<file path="src/rtl/txt2data_hex_if.sv">
// Text memory read port between txt2data_hex (master) and the 7-bit text RAM (slave).
interface txt2data_hex_if;
  logic [6:0] rd_addr;
  logic       rd_en;
  logic [6:0] rd_txt_dt;

  modport master (output rd_addr, output rd_en, input rd_txt_dt);
  modport slave  (input rd_addr, input rd_en, output rd_txt_dt);
endinterface

</file>
<file path="src/rtl/txt2data_hex.sv">
// Reads NCHAR ASCII hex characters from text memory and packs them into DATA_OUT.
// Optional macro HEX_LOWER_EN: also accept 'a'-'f' as valid hex digits.
module txt2data_hex #(
  parameter int NCHAR     = 44,
  parameter int DW        = 240,
  parameter int BASE_ADDR = 1,
  parameter int RD_LAT    = 1
) (
  input  logic               clk_i,
  input  logic               rst_i,
  input  logic               start_i,
  input  logic               clr_i,
  txt2data_hex_if.master     mem,
  output logic [DW-1:0]      data_out_o,
  output logic               done_o,
  output logic               busy_o,
  output logic               err_o,
  output logic [6:0]         err_idx_o
);

  localparam int SW = 4 * NCHAR;

  // state   | meaning
  // IDLE    | waiting for a START rising edge
  // ISSUE   | one read per cycle, NCHAR reads
  // DRAIN   | waiting for the last character to return
  // DONE_S  | DONE pulse, DATA_OUT already updated
  localparam logic [1:0] S_IDLE  = 2'd0;
  localparam logic [1:0] S_ISSUE = 2'd1;
  localparam logic [1:0] S_DRAIN = 2'd2;
  localparam logic [1:0] S_DONE  = 2'd3;

  logic [1:0]        state_q, state_d;
  logic [1:0]        start_hist_q;
  logic              start_edge;
  logic [6:0]        cnt_q, cnt_d;
  logic [RD_LAT-1:0] vld_q;
  logic [6:0]        idx_q [RD_LAT];
  logic [SW-1:0]     shadow_q, shadow_d;
  logic [DW-1:0]     data_q;
  logic              err_q, err_d;
  logic [6:0]        err_idx_q, err_idx_d;
  logic              ret_vld;
  logic [6:0]        ret_idx;
  logic              ret_bad;
  logic [3:0]        ret_nib;

  // Returns {invalid, nibble}; invalid characters decode to nibble 0.
  function automatic logic [4:0] decode(input logic [6:0] c);
    if (c >= 7'h30 && c <= 7'h39) return {1'b0, c[3:0]};
    if (c >= 7'h41 && c <= 7'h46) return {1'b0, c[3:0] + 4'd9};
`ifdef HEX_LOWER_EN
    if (c >= 7'h61 && c <= 7'h66) return {1'b0, c[3:0] + 4'd9};
`endif
    return 5'h10;
  endfunction

  assign start_edge        = start_hist_q[0] & ~start_hist_q[1];
  assign ret_vld           = vld_q[RD_LAT-1];
  assign ret_idx           = idx_q[RD_LAT-1];
  assign {ret_bad, ret_nib} = decode(mem.rd_txt_dt);

  assign mem.rd_en   = (state_q == S_ISSUE);
  assign mem.rd_addr = (state_q == S_ISSUE) ? 7'(BASE_ADDR) + cnt_q : 7'd0;

  assign data_out_o = data_q;
  assign done_o     = (state_q == S_DONE);
  assign busy_o     = (state_q != S_IDLE);
  assign err_o      = err_q;
  assign err_idx_o  = err_idx_q;

  always_comb begin
    state_d   = state_q;
    cnt_d     = cnt_q;
    shadow_d  = shadow_q;
    err_d     = err_q;
    err_idx_d = err_idx_q;

    // Flipping the index LSB places the even character in the high nibble of each byte.
    if (ret_vld) begin
      shadow_d[{ret_idx ^ 7'd1, 2'b00} +: 4] = ret_nib;
      if (ret_bad && !err_q) begin
        err_d     = 1'b1;
        err_idx_d = ret_idx;
      end
    end

    unique case (state_q)
      S_IDLE: begin
        if (start_edge) begin
          state_d   = S_ISSUE;
          cnt_d     = 7'd0;
          shadow_d  = '0;
          err_d     = 1'b0;
          err_idx_d = 7'd0;
        end
      end
      S_ISSUE: begin
        if (cnt_q != 7'(NCHAR)) cnt_d = cnt_q + 7'd1;
        if (cnt_q == 7'(NCHAR - 1)) state_d = S_DRAIN;
      end
      S_DRAIN: begin
        if (ret_vld && ret_idx == 7'(NCHAR - 1)) state_d = S_DONE;
      end
      S_DONE: begin
        state_d = S_IDLE;
      end
      default: state_d = S_IDLE;
    endcase
  end

  always_ff @(posedge clk_i) begin
    if (rst_i) begin
      state_q      <= S_IDLE;
      start_hist_q <= 2'b00;
      cnt_q        <= 7'd0;
      vld_q        <= '0;
      for (int j = 0; j < RD_LAT; j++) idx_q[j] <= 7'd0;
      shadow_q     <= '0;
      data_q       <= '0;
      err_q        <= 1'b0;
      err_idx_q    <= 7'd0;
    end else begin
      start_hist_q <= {start_hist_q[0], start_i};
      if (clr_i) begin
        // Abort drops any pending edge and discards in-flight returns.
        state_q   <= S_IDLE;
        cnt_q     <= 7'd0;
        vld_q     <= '0;
        shadow_q  <= '0;
        data_q    <= '0;
        err_q     <= 1'b0;
        err_idx_q <= 7'd0;
      end else begin
        state_q   <= state_d;
        cnt_q     <= cnt_d;
        shadow_q  <= shadow_d;
        err_q     <= err_d;
        err_idx_q <= err_idx_d;
        vld_q[0]  <= (state_q == S_ISSUE);
        idx_q[0]  <= cnt_q;
        for (int j = 1; j < RD_LAT; j++) begin
          vld_q[j] <= vld_q[j-1];
          idx_q[j] <= idx_q[j-1];
        end
        if (state_q == S_DRAIN && state_d == S_DONE) data_q <= DW'(shadow_d);
      end
    end
  end

endmodule

</file>
<file path="src/flat_wrapper.sv">
// flat-port wrapper written by rule: the top's interface ports become plain ports
module txt2data_hex_flat 
#(
  parameter int NCHAR     = 44,
  parameter int DW        = 240,
  parameter int BASE_ADDR = 1,
  parameter int RD_LAT    = 1
)
  (clk_i, rst_i, start_i, clr_i, data_out_o, done_o, busy_o, err_o, err_idx_o, mem_rd_addr, mem_rd_en, mem_rd_txt_dt);
  txt2data_hex_if mem_i ();
  input  logic clk_i;
  input  logic rst_i;
  input  logic start_i;
  input  logic clr_i;
  output logic [DW-1:0] data_out_o;
  output logic done_o;
  output logic busy_o;
  output logic err_o;
  output logic [6:0] err_idx_o;
  output wire logic [$bits(mem_i.rd_addr)-1:0] mem_rd_addr;
  output wire logic [$bits(mem_i.rd_en)-1:0] mem_rd_en;
  input wire logic [$bits(mem_i.rd_txt_dt)-1:0] mem_rd_txt_dt;
  assign mem_rd_addr = mem_i.rd_addr;
  assign mem_rd_en = mem_i.rd_en;
  assign mem_i.rd_txt_dt = mem_rd_txt_dt;
  txt2data_hex #(.NCHAR(NCHAR), .DW(DW), .BASE_ADDR(BASE_ADDR), .RD_LAT(RD_LAT)) u_core (.clk_i(clk_i), .rst_i(rst_i), .start_i(start_i), .clr_i(clr_i), .mem(mem_i), .data_out_o(data_out_o), .done_o(done_o), .busy_o(busy_o), .err_o(err_o), .err_idx_o(err_idx_o));
endmodule
</file>
<file path="config.mk">
export PLATFORM = sky130hd
export DESIGN_NAME = txt2data_hex_flat
export DESIGN_NICKNAME = d
export VERILOG_FILES = /design/src/rtl/txt2data_hex_if.sv /design/src/rtl/txt2data_hex.sv /design/src/flat_wrapper.sv
export SDC_FILE = /design/constraint.sdc
export NUM_CORES = 1
export LEC_CHECK = 0
export ABC_CLOCK_PERIOD_IN_PS = 5150
export BUFFER_PORTS_ARGS = -buffer_cell sky130_fd_sc_hd__buf_2
export CORE_UTILIZATION = 57
export DETAILED_ROUTE_END_ITERATION = 6
export PLACE_DENSITY = 0.88
export SETUP_SLACK_MARGIN = 0.4
export SKIP_LAST_GASP = 1
export SYNTH_ARGS = -nofsm -noshare
export SYNTH_HDL_FRONTEND = slang
export SYNTH_SLANG_ARGS = --single-unit
</file>
<file path="constraint.sdc">
create_clock -name clk_i -period 5.15 [get_ports clk_i]
set_clock_uncertainty 0.15 [all_clocks]
set_input_delay 0.515 -clock clk_i [delete_from_list [all_inputs] [get_ports clk_i]]
set_output_delay 0.515 -clock clk_i [all_outputs]
set_load 0.01 [all_outputs]
</file>
======== After elaboration in Yosys (flattened, before gate mapping) ========
Memory sizes are Yosys's and may differ from the RTL's.
Cells that the tools add are included.
Widths: inputs -> output; s select.
word-level totals
  RAM bits ................................ 7
  logic and storage cells ................. 76
  output and inout port bits .............. 258
  memories kept ........................... 1
  flip-flop bits (word level) ............. 372
operators by class
  shift operators ......................... 2
  $add $sub $neg .......................... 3
  order comparisons ....................... 4
  bitwise operators ....................... 3
  reduce and logical (&&, ||, !) cells .... 12
  multiplexer cells ....................... 34
  eq/ne operators ......................... 9
memory list
  name          depth  width  read ports  clocked after memory_dff  write ports  line                text
  u_core.idx_q  1      7      1           0                         1            txt2data_hex.sv:38  logic [6:0] idx_q [RD_LAT];
operators by type and width
  cell                      number
  $mux 176                  3
  $bwmux 176                1
  $shift 4x11->176 const A  1
  $shiftx 4x11->176         1
  $mux 7                    8
  $mux 5                    4
  $eq 7x6->1 const B        2
  $pmux 7 s2                1
  $mux 1                    13
  $neg 9->11                1
  $pmux 2 s4                1
  $add 1x7->7 const A       1
  $ge 7x6->1 const B        1
  $ge 7x7->1 const B        1
  $le 7x6->1 const B        1
  $le 7x7->1 const B        1
  $ne 7x6->1 const B        1
  $reduce_or 7->1           1
  $eq 2x2->1 const B        3
  $mux 2                    3
  $logic_and 1x1->1         5
  $add 4x4->4 const B       1
  $ne 2x1->1 const B        2
  $reduce_bool 2->1         2
  other kinds (7)           8

======== Logic depth before layout (Yosys ltp) ========
  depth in word-level cells ............... 11
  gate-level depth with buffers ........... 10
  mapped depth without buffers ............ 8

======== Worst setup path before layout ========
OpenSTA, ideal clock, no wires.
  path type ............................... register to register
  start ................................... memory u_core.idx_q[0][0]
  end ..................................... register u_core.data_q[139] (netlist: u_core.data_out_o[139])
  slack ................................... 2.394 ns
  cell stages (with the launch flop) ...... 9
  required time ........................... 4.931 ns
  buffers on the path ..................... 1
  library setup time ...................... 0.069 ns
  arrival time ............................ 2.537 ns
  period minus slack after synthesis ...... 2.756 ns
  cell sequence ........................... edfxtp_1 ha_1 buf_2 nor4b_1 o311ai_2 nand2_2 nor3_2 mux2_2 o21ai_1
on the way
  longest elaborated chain between the ends .. 8
ends and longest elaborated chain
  what                                                          line                 text
  start: declaration                                            txt2data_hex.sv:38
  $mem_v2 1x7 (*)                                               -
  $not 1->1 (no line)                                           -
  $neg 9->11                                                    txt2data_hex.sv:81   shadow_d[{ret_idx ^ 7'd1, 2'b00} +: 4] = ret_nib;
  $shiftx 4x11->176 / $shift 4x11->176 (equally long branches)  txt2data_hex.sv:81
  $bwmux 176                                                    txt2data_hex.sv:81
  $mux 176                                                      txt2data_hex.sv:80   if (ret_vld) begin
  $mux 176                                                      txt2data_hex.sv:90   if (start_edge) begin
  $mux 176                                                      txt2data_hex.sv:88   unique case (state_q)
  end signal: assignment                                        txt2data_hex.sv:146  if (state_q == S_DRAIN && state_d == S_DONE) data_q <= DW'(shadow_d);
  end: declaration                                              txt2data_hex.sv:40   logic [DW-1:0] data_q;
Every way passes the cells marked *; elsewhere a longest branch is shown, timed or not.
A chain may end at the register's enable or synchronous reset.

======== Final worst setup path ========
  start ................................... memory u_core.idx_q[0][0]
  end ..................................... register u_core.data_q[1] (netlist: u_core.data_out_o[1])
Same word-level chain as after synthesis.

==> results.txt <==
status: finished clean
RSZ-0062 raised after global routing: no
Root Driver: clkbuf_16
Syn Area/Cell: 9.745 um2
DRT iter0 DRCs: 1131
Unique masters post-synth: 75
detailed-placement wirelength estimate: 25590 um
cell area after layout: 16760 um2
worst hold path type: in2reg
HP Start: rst_i
CTS H-tree lvls: 2
GRT overflow: 0
Worst R2R Path Depth: 6
WP data required: 5.42 ns
total wire length: 38040 um
CP cell instances: ha_1, xor2_2, nand2_1, a2111oi_2, o21ai_0, o21ai_0
die height: 161.3 um
CP top delay family: compound AO/OA/AOI/OAI gates
Least-Margin Pin Slew: 1.342 ns
Post-synth EDFFs: 7
R2R setup slack: 1.26 ns
Synth area leaders: dfxtp_1 51%, mux2i_1 9.0%, nor2_1 5.4%, a22o_1 4.7%, nand2_1 3.9%
Die ar.: 26030 um2
reg2reg end: u_core.data_out_o[1]
first-pass GRT wire length: 59480 um
Slew HR: 10.22%
Syn Std Cell Area: 14470 um2
ant diodes: 0
CTS max path bufs: 3
Hold Vio Cnt, Final: 0
Avg Vias per Cell: 5.743
hold_buf cts: 0
# resized after CTS: 0
# setup viols final: 0
Lkg Pwr: 7.168 nW
Crit path buffers/inverters: 0
clock sink count: 379
most frequent cell after synthesis: dfxtp_1
pwr dens: 366.0 nW/um2
Final TNS setup: 0 ns
CP endpoint kind: flop
Detail Route Antenna Nets: 0
Initial Util: 58.82%
Die Span X: 161.3 um
Critical path origin: u_core.idx_q[0][0]
dpl cell area: 15380 um2
Most used DFF post-synth: dfxtp_1
max-cap viol count: 0
top cell type's share of synthesized area: 51.46%
critical path class: reg2reg
worst setup path end: u_core.data_out_o[1]
Nets: 1663
final worst slack: 1.258 ns
DRC viols: 0
worst-path fanout max: 18
FFs w/ async S/R, synth: 0%
area leader, netlist: dfxtp_1
min Tclk post-route: 3.892 ns
Tot GR Track Use: 28.84%
CTS tree: done
CP Data Arrival Time: 4.16 ns
CP Depth: 6
worst-skew pair later-pin latency: 0.53 ns
Clock Pin Slew Worst Setup and Hold Paths: 0.06 ns
core footprint: 24600 um2
share of cells above drive strength 1: 19.65%
synth warn: 0
gp weighted congestion: 0.9306
Setup WS pre-CTS: 1.489 ns
IO Count: 269
CP max-delay cell: a2111oi_2
number of synthesized register bits: 379
VDD IR max: 0.2830 mV
Post-Syn Instances: 1485
Post-CTS Setup Inserts: 0
TritonCTS Buffers: 38
vias in the first global route: 11010
crit-path most repeated cell: o21ai_0
initial antenna violation count: 0
startpoint types: flop
Area Overhead vs Synth: 15.84%
period utilization: 75.58%
largest net degree at the start of global routing: 91
drt pass-1 iters: 7
vias post-DR: 11470
reg-to-reg startpoint: u_core.idx_q[0][0]
FMAX: 256.9 MHz
Buffers on Ports: 204
Site Rows: 57
wire per inst: 19.04 um
Post-synth top cells: 372 x dfxtp_1, 207 x nor2_1, 151 x nand2_1, 130 x mux2i_1, 94 x o21ai_0
sequential area share after synthesis: 52.91%
critical path's largest stage delay: 0.96 ns
max-slew violations: 0
==> power breakdown <==
group | internal, mW | switching, mW
clock | 1.84 | 1.14
combinational | 0.0377 | 0.162
sequential | 2.94 | 0.0113
total | 4.83 | 1.31
==> layout make-up <==
type	count	area, um2
fillers	1836	7841
repair buffers	219	1134
inverters	9	33.78
clock buffers	56	1140
well taps	324	405.4
clock inverters	13	241.5
flip-flops and latches	379	7657
multi-input cells	998	6152
==> state kept, by name, indices dropped and copies added, names as in the netlist <==
name,flops
u_core.cnt_q,7
u_core.data_out_o,176
u_core.err_idx_o,7
u_core.err_o,1
u_core.idx_q,7
u_core.ret_vld,1
u_core.shadow_q,176
u_core.start_hist_q,2
u_core.state_q,2
==> cells in the final DEF, fill, tap and decap left out, drive strengths merged, types with 3 or more instances in the layout <==
master  synthesis  final
a211oi         31     31
a21oi          17     17
a22o           77     77
and2           11     11
buf           100    219
bufinv          0      6
clkbuf         62     56
clkinv          0      6
conb            1     64
dfxtp         372    372
edfxtp          7      7
ha              7      7
inv             9     10
mux2            4      4
mux2i         132    132
nand2         152    152
nand2b         10     10
nand3          33     33
nand4          22     22
nor2          210    210
nor2b          10     10
nor3           26     26
nor3b           3      3
nor4           10     10
nor4b           5      5
o211ai          4      4
o21ai         115    115
or2             3      3
or3             7      7
or3b            5      5
xnor2           4      4
xor2            4      4
==> cells by family (layout without fill, tap and decap cells) <==
family | count (synthesis) | count (layout) | synth area share, %
AO/OA/AOI/OAI | 262 | 262 | 12.39
XOR/XNOR | 8 | 8 | 0.6659
adder cells (fa/ha/maj) | 7 | 7 | 0.6052
buffers and inverters | 171 | 297 | 6.415
flip-flops | 379 | 379 | 52.91
multiplexers | 136 | 136 | 9.554
other | 1 | 64 | 0.02591
AND/OR/NAND/NOR | 521 | 521 | 17.43
==> through the flow <==
stage	total power, mW	util (%)	hold WS [ns]	cells
3_5_place_dp	3.213	62.52	0.2873	1929
3_3_place_gp	3.210	62.52	0.2810	1929
4_1_cts	6.147	68.13	0.05515	1998
2_1_floorplan	3.205	-	0.2842	1548
6_report	6.136	68.13	0.07509	1998
5_1_grt	6.298	68.13	0.07718	1998
==> per-layer routing <==
| metal | vias up | wire length [um] | track usage [%] | part of all wire (%) |
|---|---|---|---|---|
| met5 | - | 0 | 0 | 0 |
| met4 | 0 | 1397 | 13.16 | 3.7 |
| met2 | 539 | 17830 | 46.32 | 47 |
| met3 | 109 | 3364 | 6.446 | 8.8 |
| met1 | 5481 | 15450 | 37.07 | 41 |
| li1 | 5345 | - | - | - |
==> worst min-delay path by stage <==
stage / endpoint / cells past startpoint
finish: u_core.start_hist_q[1] / 2
global route: u_core.start_hist_q[1] / 2
detailed placement: u_core.data_out_o[0] / 2
floorplan: u_core.data_out_o[40] / 2
global placement: u_core.data_out_o[51] / 2
CTS: u_core.start_hist_q[1] / 2
(Power assumes the default switching activity.)
